==> src/rtl/shift_sub_divider_pkg.sv <==
// Shared definitions for the restoring divider: the FSM state encoding,
// aligned with the shift-add multiplier's encoding.
package shift_sub_divider_pkg;

  typedef enum logic [1:0] {
    IDLE = 2'b00,
    BUSY = 2'b01,
    DONE = 2'b10
  } state_e;

endpackage : shift_sub_divider_pkg

==> src/rtl/shift_sub_divider_step.sv <==
// One combinational restoring-division step: shift the next dividend bit
// into the partial remainder, trial-subtract the divisor, and shift the
// resulting quotient bit into the bottom of the quotient shift register.
module divider_step #(
  parameter int width_p = 4
) (
  input  logic [width_p:0]   rem_i,
  input  logic [width_p-1:0] quo_i,
  input  logic [width_p-1:0] div_i,
  output logic [width_p:0]   rem_o,
  output logic [width_p-1:0] quo_o
);

  logic [width_p:0] rem_shift_s;
  logic [width_p:0] div_ext_s;

  // Trial subtraction; the remainder is restored when the divisor does not fit.
  always_comb begin
    rem_shift_s = {rem_i[width_p-1:0], quo_i[width_p-1]};
    div_ext_s   = {1'b0, div_i};
    rem_o       = rem_shift_s;
    quo_o       = {quo_i[width_p-2:0], 1'b0};
    if (rem_shift_s >= div_ext_s) begin
      rem_o = rem_shift_s - div_ext_s;
      quo_o = {quo_i[width_p-2:0], 1'b1};
    end else begin
      rem_o = rem_shift_s;
      quo_o = {quo_i[width_p-2:0], 1'b0};
    end
  end

endmodule : divider_step

==> src/rtl/shift_sub_divider.sv <==
// Iterative restoring unsigned divider, one quotient bit per clock, with
// valid/ready handshakes on both sides.
// Optional build macro SHIFT_SUB_DIVIDER_DBZ_FLAG_EN adds a divide-by-zero
// flag output (dbz_o) captured when the operands are accepted.
module shift_sub_divider
  import shift_sub_divider_pkg::*;
#(
  parameter int width_p = 4
) (
  input  logic               clk_i,
  input  logic               reset_ni,
  input  logic               valid_i,
  output logic               ready_o,
  input  logic [width_p-1:0] dividend_i,
  input  logic [width_p-1:0] divisor_i,
  output logic               valid_o,
  input  logic               ready_i,
  output logic [width_p-1:0] quotient_o,
  output logic [width_p-1:0] remainder_o
`ifdef SHIFT_SUB_DIVIDER_DBZ_FLAG_EN
  ,
  output logic               dbz_o
`endif
);

  localparam int CNT_W = $clog2(width_p);
  // Count value of the final step; the counter stops here instead of wrapping.
  localparam logic [CNT_W-1:0] CNT_LAST = CNT_W'(width_p - 1);

  state_e             state_r;
  state_e             state_s;
  logic [CNT_W-1:0]   cnt_r;
  logic [width_p:0]   rem_r;
  logic [width_p-1:0] quo_r;
  logic [width_p-1:0] div_r;
  logic [width_p:0]   rem_step_s;
  logic [width_p-1:0] quo_step_s;
  logic               last_step_s;

  divider_step #(
    .width_p (width_p)
  ) u_step (
    .rem_i (rem_r),
    .quo_i (quo_r),
    .div_i (div_r),
    .rem_o (rem_step_s),
    .quo_o (quo_step_s)
  );

  // Flags the BUSY cycle that performs the final restoring step.
  always_comb begin
    last_step_s = 1'b0;
    if ((state_r == BUSY) && (cnt_r == CNT_LAST)) begin
      last_step_s = 1'b1;
    end else begin
      last_step_s = 1'b0;
    end
  end

  // Next-state logic: IDLE accepts, BUSY iterates width_p steps, DONE waits for the consumer.
  always_comb begin
    state_s = state_r;
    case (state_r)
      IDLE: begin
        if (valid_i) begin
          state_s = BUSY;
        end else begin
          state_s = IDLE;
        end
      end
      BUSY: begin
        if (cnt_r == CNT_LAST) begin
          state_s = DONE;
        end else begin
          state_s = BUSY;
        end
      end
      DONE: begin
        if (ready_i) begin
          state_s = IDLE;
        end else begin
          state_s = DONE;
        end
      end
      default: begin
        state_s = IDLE;
      end
    endcase
  end

  // State register plus the handshake outputs, registered from the next state.
  always_ff @(posedge clk_i or negedge reset_ni) begin
    if (!reset_ni) begin
      state_r <= IDLE;
      ready_o <= 1'b1;
      valid_o <= 1'b0;
    end else begin
      state_r <= state_s;
      ready_o <= (state_s == IDLE);
      valid_o <= (state_s == DONE);
    end
  end

  // Datapath: capture operands on accept, iterate in BUSY, publish on the last step.
  always_ff @(posedge clk_i or negedge reset_ni) begin
    if (!reset_ni) begin
      cnt_r       <= {CNT_W{1'b0}};
      rem_r       <= {(width_p+1){1'b0}};
      quo_r       <= {width_p{1'b0}};
      div_r       <= {width_p{1'b0}};
      quotient_o  <= {width_p{1'b0}};
      remainder_o <= {width_p{1'b0}};
    end else begin
      case (state_r)
        IDLE: begin
          if (valid_i) begin
            quo_r <= dividend_i;
            div_r <= divisor_i;
            rem_r <= {(width_p+1){1'b0}};
            cnt_r <= {CNT_W{1'b0}};
          end
        end
        BUSY: begin
          rem_r <= rem_step_s;
          quo_r <= quo_step_s;
          if (last_step_s) begin
            cnt_r       <= cnt_r;
            quotient_o  <= quo_step_s;
            remainder_o <= rem_step_s[width_p-1:0];
          end else begin
            cnt_r <= cnt_r + CNT_W'(1);
          end
        end
        DONE: begin
          cnt_r <= cnt_r;
        end
        default: begin
          cnt_r <= {CNT_W{1'b0}};
        end
      endcase
    end
  end

`ifdef SHIFT_SUB_DIVIDER_DBZ_FLAG_EN
  // Divide-by-zero flag, sampled with the operands and held through DONE.
  always_ff @(posedge clk_i or negedge reset_ni) begin
    if (!reset_ni) begin
      dbz_o <= 1'b0;
    end else if ((state_r == IDLE) && valid_i) begin
      dbz_o <= (divisor_i == {width_p{1'b0}});
    end
  end
`endif

endmodule : shift_sub_divider

==> config.mk <==
export PLATFORM = sky130hd
export DESIGN_NAME = shift_sub_divider
export DESIGN_NICKNAME = d
export VERILOG_FILES = /design/src/rtl/shift_sub_divider_pkg.sv /design/src/rtl/shift_sub_divider_step.sv /design/src/rtl/shift_sub_divider.sv
export SDC_FILE = /design/constraint.sdc
export NUM_CORES = 1
export LEC_CHECK = 0
export BUFFER_PORTS_ARGS = -buffer_cell sky130_fd_sc_hd__buf_2
export CAP_MARGIN = 20
export CORE_MARGIN = 5
export CORE_UTILIZATION = 40
export CTS_CLUSTER_DIAMETER = 120
export DETAILED_ROUTE_END_ITERATION = 16
export GPL_ROUTABILITY_DRIVEN = 0
export PLACE_DENSITY_LB_ADDON = 0.3
export SLEW_MARGIN = 25
export SYNTH_ARGS = -nofsm -noshare
export SYNTH_HDL_FRONTEND = slang
export SYNTH_SLANG_ARGS = --single-unit
==> constraint.sdc <==
create_clock -name clk_i -period 2.1 [get_ports clk_i]
set_input_delay 0.525 -clock clk_i [delete_from_list [all_inputs] [get_ports clk_i]]
set_output_delay 0.525 -clock clk_i [all_outputs]
set_load 0.02 [all_outputs]
# Word level (Yosys, flattened, before mapping)
# Cells that the tools add are included.
# Widths: inputs -> output; s select.
# classes
addsub	2
mul	0
n_div	0
order_cmp	1
eq_ne	6
shifts	0
n_mux	14
bitwise_logic	1
reduce_logical	8
# op_table
cell	n
$pmux 4 s2	2
$mux 4	3
$pmux 2 s3	2
$mux 2	4
$eq 2x2->1 const B	3
$reduce_and 2->1	3
$ge 5x4->1	1
$logic_not 2->1	2
$ne 2x2->1 const B	2
$sub 4x4->4	1
$mux 1	3
$reduce_and 3->1	1
$add 2x1->2 const B	1
$eq 2x1->1 const B	1
$reduce_bool 2->1	1
$logic_and 1x1->1	1
$not 1->1	1
# word_totals
ff_bits	26
latchBits	0
ramBits	0
romBits	0
inputBits	12
wordCells	41
mem_count	0

# Longest topological paths before layout
# Gate-level depths: netlist (run 1).
# logic_depth
ltp_word	5
depth_mapped	7
ltp_nobuf	7

# Modules after synthesis
# From an unflattened synthesis (run 1), not the netlist that was laid out.
# hier_totals
cells_unflattened	117
hier_area_um2	1351.3
# by_module_without_submodules
module	n_inst	cells_per_inst	area_each_um2	seq_area_each_um2
shift_sub_divider	1	79	1081.0	676.9
divider_step	1	38	270.3	0.0

# Worst setup path after synthesis (run 1)
# No wires, ideal clock.
# synth_path
path_type	register to register
startpoint	reg quo_r[3]
endpoint	reg remainder_o[2]
setup_ps	124
arrival_ps	1504
required_time_ps	1976
slack_ps	472
stages_incl_launch_ff	7
cell_sequence	dfrtp_1 inv_1 ha_1 fa_1 xor2_1 a211oi_1 a211o_1
# synth_between
elab_chain_len	2
word_cells_on_any_way	3
classes_between	1 x add/sub; 1 x order compare; 1 x mux
# synth_rtl
element	line_no	source
start: declaration	shift_sub_divider.sv:34	logic [width_p-1:0] quo_r;
start signal: assignment	shift_sub_divider.sv:109	quo_r <= {width_p{1'b0}};
start signal: assignment	shift_sub_divider.sv:117	quo_r <= dividend_i;
start signal: assignment	shift_sub_divider.sv:125	quo_r <= quo_step_s;
$sub 4x4->4 or $ge 5x4->1 (tied branches)	shift_sub_divider_step.sv:24, shift_sub_divider_step.sv:23	
$mux 4 (*)	shift_sub_divider_step.sv:23	if (rem_shift_s >= div_ext_s) begin
end signal: assignment	shift_sub_divider.sv:112	remainder_o <= {width_p{1'b0}};
end signal: assignment	shift_sub_divider.sv:129	remainder_o <= rem_step_s[width_p-1:0];
end: declaration	shift_sub_divider.sv:19	output logic [width_p-1:0] remainder_o
# Mark *: on every way between the ends. The rest lies on a longest branch, timed or not.
# A chain may end at the register's enable or synchronous reset.

# Worst setup path after layout (run 1)
# Ends and elaborated chain as after synthesis.

==> results.json, run 1 <==
{
  "worst-r2r-cell-count": 6,
  "static_power_due_to_leakage_uw": 0.0006923,
  "finalSetupViolations": 0,
  "first_iter_violations": 49,
  "dp_hpwl_um": 2058,
  "synth_enable_flop_cells": 0,
  "boundaryPins": 22,
  "die_area_mm2": 0.004538,
  "core_mm2": 0.003103,
  "clk_pin_slew_ns": 0.15,
  "syn2layout_area_growth_pct": 13.97,
  "clkSinkCount": 26,
  "grt_overflow_total": 0,
  "reg_to_reg_critical_path_startpoint": "quo_r[3]",
  "routedWlPerCell_um": 14.35,
  "detail_route.first_pass.iterations": 4,
  "hold_buffers": 0,
  "placementRows": 20,
  "first_global_vias": 1046,
  "max_cap_violations": 0,
  "diodes": 0,
  "max_slew_margin_pct": 61.68,
  "capturing_point_of_the_worst_reg2reg_path": "remainder_o[2]",
  "initial_core_util_pct": 42.42,
  "drt-vias-per-instance": 5.251,
  "yosys.cell_types.count": 37,
  "initial_antenna_violation_count": 0,
  "worst_hold_class": "input pin to async pin",
  "finalClockSkew_ns": 0.01028,
  "y_dimension_of_the_die_um": 67.37,
  "synth.ff_latch_count": 26,
  "syn_nets": 142,
  "port_buffers": 21,
  "timing.setup.critical_path_class": "flip-flop to flip-flop",
  "cts_root_buffer": "sky130_fd_sc_hd__clkbuf_4",
  "vdd_drop_max_mv": 0.7769,
  "yosys_most_used_dff": "sky130_fd_sc_hd__dfrtp_1",
  "worstSkewPairLatency_ns": 0.33,
  "yosysWarningCount": 0,
  "fill_cells": 313,
  "unrepaired_setup_endpoints_after_global_routing": "false",
  "proportion_of_synthesized_chip_area_in_sequential_cells_pct": 49.52,
  "cp-start-kind": "flip-flop",
  "routed-via-count": 1003,
  "syn_area_mm2": 0.001316,
  "cellPowerDensity_mw_per_mm2": 1779,
  "achievable-frequency_ghz": 0.5537,
  "post_cts.repair.setup_buffers": 0,
  "report.power.total_uw": 2669,
  "grtUsageTotal_pct": 13.83,
  "timing.critical_path.to_type": "flip-flop",
  "nets": 166,
  "syn_inst": 124,
  "p_comb_share_pct": 55.3,
  "outcome": "completed",
  "timing.critical_path.cells": "inv_1 -> ha_1 -> fa_1 -> xor2_1 -> a211oi_1 -> a211o_1",
  "drv_slew": 0,
  "setup.reg_to_reg.worst_slack_ns": 0.29,
  "worstPathArrival_ns": 2.05,
  "first_pass_grt_wire_length_um": 4719,
  "switching_power_uw": 1193,
  "layout_min_cycle_time_ns": 1.806,
  "timing_hold_violations_final": 0,
  "crit_fanout": 3,
  "detail_route.wirelength_um": 2740,
  "postCtsResizedCells": 0,
  "timing.critical_path.slowest_cell_delay_ns": 0.42,
  "avgSynthCellArea_um2": 10.62,
  "die_w_um": 67.37,
  "cts_h_tree_depth": 1,
  "critical-path-slowest-cell": "sky130_fd_sc_hd__dfrtp_1",
  "swShare_pct": 44.69,
  "detail_route.drc_violations": 0,
  "yosysTopAreaCell": "sky130_fd_sc_hd__dfrtp_1",
  "antenna_violating_nets_post_route": 0,
  "grt_start_max_net_pins": 27,
  "critPathLaunch": "quo_r[3]",
  "cts_tree": "done",
  "layout_worst_path_cycle_share_pct": 86.00,
  "totalNegativeSetupSlack_ns": 0,
  "clock_power_share_pct": 9.8,
  "finish.utilization_pct": 48.35,
  "synthArstFlopShare_pct": 100.0,
  "clock_tree.buffer_depth": 2,
  "sequentialPowerShare_pct": 34.9,
  "p_int_uw": 1476,
  "numCtsBuffers": 3,
  "synth.most_common_cell": "sky130_fd_sc_hd__dfrtp_1",
  "drive_gt1_share_pct": 26.53,
  "synth_top_area_share_pct": 47.53,
  "tightest_slew_ns": 0.5748,
  "synthTopCellsByCount": "sky130_fd_sc_hd__dfrtp_1 (25), sky130_fd_sc_hd__nand2_1 (15), sky130_fd_sc_hd__o21ai_0 (9)",
  "cp_data_required_time_ns": 2.34,
  "yosys-top-cells-area": "sky130_fd_sc_hd__dfrtp_1 (48%), sky130_fd_sc_hd__ha_1 (4.8%), sky130_fd_sc_hd__nand2_1 (4.3%)",
  "cp-endpoint": "remainder_o[2]"
}
[flip-flops by register name (all words and copies together) (netlist names)]
register,count
remainder_o,4
quotient_o,4
state_r,2
valid_o,1
quo_r,4
rem_r,4
cnt_r,2
div_r,4
ready_o,1
[area by class of cell]
class | instances | area [um^2] | share of cell area, %
clock buffers | 4 | 36.28 | 2.419
inverters | 8 | 30.03 | 2.002
multi-input cells | 87 | 614.3 | 40.95
flip-flops and latches | 26 | 651.9 | 43.45
well taps | 44 | 55.05 | 3.670
repair buffers | 22 | 112.6 | 7.506
[layout by cell type, fill, tap and decap left out, drive strengths merged, types with 2 or more instances in the layout]
cell type and n:
nand2b 5, o21ai 9, nor3 3, o41ai 2, nor2 6, a21boi 2
inv 8, clkbuf 4, buf 22, nand4 2, o22ai 7, mux2 4
o31ai 4, dfrtp 25, xor2 2, nand2 16, a21oi 5, ha 5
[worst max-delay path: cells and delay by family (launching register included)]
| family | cells | cell delay, ns |
|---|---|---|
| compound gates | 2 | 0.37 |
| xor+xnor | 1 | 0.24 |
| buf+inv | 1 | 0.06 |
| fa+ha+maj | 2 | 0.64 |
| flops | 1 | 0.42 |
[metal layers]
layer  up-vias  share of wire (%)  track usage (%)  wire length (um)
met4         0               0.77            3.038                21
met3         2                3.6            4.160                98
li1        492                  -                -                 -
met1       493                 45            16.61              1234
met2        16                 51            24.29              1385
met5         -                  0                0                 0
[kinds of logic (layout without fill, tap and decap cells)]
family                     count (synthesis)  count (layout)  synth area share, %
muxes                                      5               5                4.182
DFF                                       26              26                49.53
adders and majority gates                  6               6                6.274
AOI/OAI and AO/OA                         36              36                19.49
buffers and inverters                     11              34                3.802
and+or+nand+nor                           38              38                15.40
xor gates and xnor gates                   2               2                1.331
[power by group through the flow]
stage / Clock (uW) / Sequential (uW) / Combinational [uW]
after floorplan: 0 / 991 / 1060
after global placement: 0 / 935 / 1440
after detailed placement: 0 / 946 / 1480
after CTS: 272 / 933 / 1490
after global routing: 288 / 968 / 1640
final: 262 / 931 / 1480
[worst min-delay path by stage]
| stage | start | depth (start not counted) | slack, ns | to |
|---|---|---|---|---|
| 6_report | reset_ni | 1 | 0.16 | remainder_o[1] |
| 5_1_grt | reset_ni | 1 | 0.20 | remainder_o[1] |
| 4_1_cts | reset_ni | 1 | 0.18 | remainder_o[1] |
| 3_5_place_dp | remainder_o[1] | 2 | 0.47 | remainder_o[1] |
| 3_3_place_gp | quotient_o[0] | 2 | 0.46 | quotient_o[0] |
| 2_1_floorplan | reset_ni | 0 | 0.23 | cnt_r[0] |
[stage by stage]
| step | cell area, um^2 | instances | hold slack, ns | setup WS, ns |
|---|---|---|---|---|
| 2_1_floorplan | 1316 | 124 | 0.2294 | 0.4724 |
| 3_3_place_gp | 1464 | 187 | 0.4617 | 0.3169 |
| 3_5_place_dp | 1464 | 187 | 0.4666 | 0.2951 |
| 4_1_cts | 1500 | 191 | 0.1817 | 0.2801 |
| 5_1_grt | 1500 | 191 | 0.2015 | 0.2114 |
| 6_report | 1500 | 191 | 0.1594 | 0.2940 |
Note: power is estimated with default switching activity, not from simulation.
==> run 2: changes to the inputs <==
--- a/config.mk
+++ b/config.mk
@@ -5,6 +5,7 @@
 export SDC_FILE = /design/constraint.sdc
 export NUM_CORES = 1
 export LEC_CHECK = 0
+export ABC_AREA = 1
 export BUFFER_PORTS_ARGS = -buffer_cell sky130_fd_sc_hd__buf_2
 export CAP_MARGIN = 20
 export CORE_MARGIN = 5
==> results.json, run 2 <==
{
  "layout_min_cycle_time_ns": 1.552,
  "outcome": "completed",
  "achievable-frequency_ghz": 0.6442,
  "clk_pin_slew_ns": 0.13,
  "cellPowerDensity_mw_per_mm2": 1731,
  "yosys_most_used_dff": "sky130_fd_sc_hd__dfrtp_1",
  "syn_inst": 140,
  "synth.most_common_cell": "sky130_fd_sc_hd__nand2_1",
  "first_global_vias": 924,
  "synth.ff_latch_count": 26,
  "fill_cells": 298,
  "clkSinkCount": 26,
  "p_comb_share_pct": 55.7,
  "switching_power_uw": 1114,
  "hold_buffers": 0,
  "first_iter_violations": 19,
  "worst-r2r-cell-count": 9,
  "finalSetupViolations": 0,
  "finalNonFillerCells": 197,
  "worstPathArrival_ns": 1.78,
  "swShare_pct": 46.33,
  "synthTopCellsByCount": "sky130_fd_sc_hd__nand2_1 (50), sky130_fd_sc_hd__dfrtp_1 (25), sky130_fd_sc_hd__inv_1 (14)",
  "timing.critical_path.to_type": "flip-flop",
  "tightest_slew_ns": 0.5577,
  "max_cap_violations": 0,
  "totalNegativeSetupSlack_ns": 0,
  "vdd_drop_max_mv": 0.7389,
  "worst_hold_class": "input pin to async pin",
  "yosysWarningCount": 0,
  "postCtsResizedCells": 0,
  "numCtsBuffers": 3,
  "synth_enable_flop_cells": 0,
  "avgSynthCellArea_um2": 8.767,
  "grtUsageTotal_pct": 12.29,
  "proportion_of_synthesized_chip_area_in_sequential_cells_pct": 53.11,
  "drv_slew": 0,
  "syn2layout_area_growth_pct": 13.15,
  "hold-worst-slack_ns": 0.1815,
  "yosys.cell_types.count": 23,
  "cts_root_buffer": "sky130_fd_sc_hd__clkbuf_4",
  "die_area_mm2": 0.004277,
  "grt_start_max_net_pins": 27,
  "yosysTopAreaCell": "sky130_fd_sc_hd__dfrtp_1",
  "timing.setup.critical_path_class": "flip-flop to flip-flop",
  "syn_nets": 158,
  "routed-via-count": 928,
  "initial_antenna_violation_count": 0,
  "static_power_due_to_leakage_uw": 0.0007683,
  "detail_route.wirelength_um": 2352,
  "diodes": 0,
  "worstSkewPairLatency_ns": 0.32,
  "initial_core_util_pct": 40.87,
  "timing_hold_violations_final": 0,
  "cp_data_required_time_ns": 2.33,
  "cts_h_tree_depth": 1,
  "crit_fanout": 6,
  "detail_route.drc_violations": 0,
  "sequentialPowerShare_pct": 35.5,
  "placementRows": 20,
  "core_mm2": 0.003003,
  "cts_tree": "done",
  "max_slew_margin_pct": 62.82,
  "cp-start-kind": "flip-flop",
  "finish.utilization_pct": 46.25,
  "antenna_violating_nets_post_route": 0,
  "die_w_um": 65.40,
  "y_dimension_of_the_die_um": 65.40,
  "synthArstFlopShare_pct": 100.0,
  "synth_top_area_share_pct": 50.97,
  "layout_worst_path_cycle_share_pct": 73.92,
  "nets": 183,
  "unrepaired_setup_endpoints_after_global_routing": "false",
  "grt_overflow_total": 0,
  "first_pass_grt_wire_length_um": 4043,
  "drt-vias-per-instance": 4.711,
  "detail_route.first_pass.iterations": 4,
  "clock_power_share_pct": 8.7,
  "commonest_non_fill_non_tap_cell_in_the_layout": "sky130_fd_sc_hd__nand2_1",
  "drive_gt1_share_pct": 20.12,
  "clock_tree.buffer_depth": 2,
  "routedWlPerCell_um": 11.94,
  "p_int_uw": 1290,
  "post_cts.repair.setup_buffers": 0,
  "syn_area_mm2": 0.001227,
  "dp_hpwl_um": 1806,
  "boundaryPins": 22,
  "highest_count_cells_in_the_layout_ignoring_fill_and_taps": "sky130_fd_sc_hd__nand2_1 (50), sky130_fd_sc_hd__dfrtp_1 (25), sky130_fd_sc_hd__buf_2 (21), sky130_fd_sc_hd__inv_1 (14), sky130_fd_sc_hd__o21ai_0 (11)",
  "numPlacedInstances": 193,
  "finalClockSkew_ns": 0.006860,
  "yosys-top-cells-area": "sky130_fd_sc_hd__dfrtp_1 (51%), sky130_fd_sc_hd__nand2_1 (15%), sky130_fd_sc_hd__ha_1 (5.1%)",
  "port_buffers": 21
}
run 2: cell count changes in the layout (fill, tap and decap cells not counted), sizes merged, moves of 3 or more:
cell    previous run  this run
o21ai              9        13
nor3               3         0
nand3              1         9
inv                8        15
mux2               4         0
a21oi              5         1
nand2             16        54
o31ai              4         1
o22ai              7         0
nand2b             5         0
run 2: metal layers:
layer  vias up  track usage [%]  share of wire [%]
met4         0            4.145               0.81
met1       412            15.72                 51
met5         -                0                  0
met2        16            19.60                 44
li1        498                -                  -
met3         2            3.932                4.1
run 2: final cells by class:
| cell class | count | area [um^2] | area share [%] |
|---|---|---|---|
| sequential | 26 | 651.9 | 46.94 |
| timing repair buffer | 22 | 112.6 | 8.108 |
| multi-input combinational | 97 | 500.5 | 36.04 |
| inverter | 15 | 56.30 | 4.054 |
| tap | 33 | 41.29 | 2.973 |
| clock buffer | 4 | 26.28 | 1.892 |
run 2: cell families (layout without fill, tap and decap cells):
group                      count (synthesis)  in the layout  synth area share [%]
AOI/OAI and AO/OA                         18             18                 8.562
xor gates and xnor gates                   1              1                0.7137
adders and majority gates                  6              6                 6.728
buffers and inverters                     17             41                 6.116
DFF                                       26             26                 53.11
and+or+nand+nor                           72             72                 24.77
run 2: per-stage QoR:
stage          setup slack (ns)  power (uW)  cell area (um^2)
2_1_floorplan            0.6950        1896              1227
3_3_place_gp             0.6094        2180              1363
3_5_place_dp             0.5611        2211              1363
4_1_cts                  0.5452        2438              1389
5_1_grt                  0.3686        2662              1389
6_report                 0.5477        2404              1389
run 2: path summary, 6_finish.rpt:
kind                               startpoint             end  slack, ns
worst min register to register  quotient_o[2]   quotient_o[2]       0.49
worst min-delay path                 reset_ni        div_r[0]       0.18
max in group asynchronous            reset_ni        quo_r[0]       1.55
min in group clk_i                    ready_i         valid_o       0.39
worst max-delay path                 rem_r[1]  remainder_o[2]       0.55
worst max register to register       rem_r[1]  remainder_o[2]       0.55
run 2: power groups by stage:
stage | Combinational [uW] | Clock (uW) | Sequential, uW
2_1_floorplan | 947 | 0 | 949
3_3_place_gp | 1320 | 0 | 860
3_5_place_dp | 1340 | 0 | 867
4_1_cts | 1360 | 225 | 857
5_1_grt | 1530 | 245 | 884
6_report | 1340 | 210 | 854
run 2: worst max-delay path: stages, from the launching register on:
cell	delay, ns
sky130_fd_sc_hd__dfrtp_1	0.42
sky130_fd_sc_hd__ha_1	0.36
sky130_fd_sc_hd__a21oi_1	0.15
sky130_fd_sc_hd__nand2_1	0.09
sky130_fd_sc_hd__nand2_2	0.14
sky130_fd_sc_hd__nand2_4	0.08
sky130_fd_sc_hd__nand2_2	0.07
sky130_fd_sc_hd__nand2_2	0.05
sky130_fd_sc_hd__nand2_1	0.05
sky130_fd_sc_hd__nand2_1	0.05
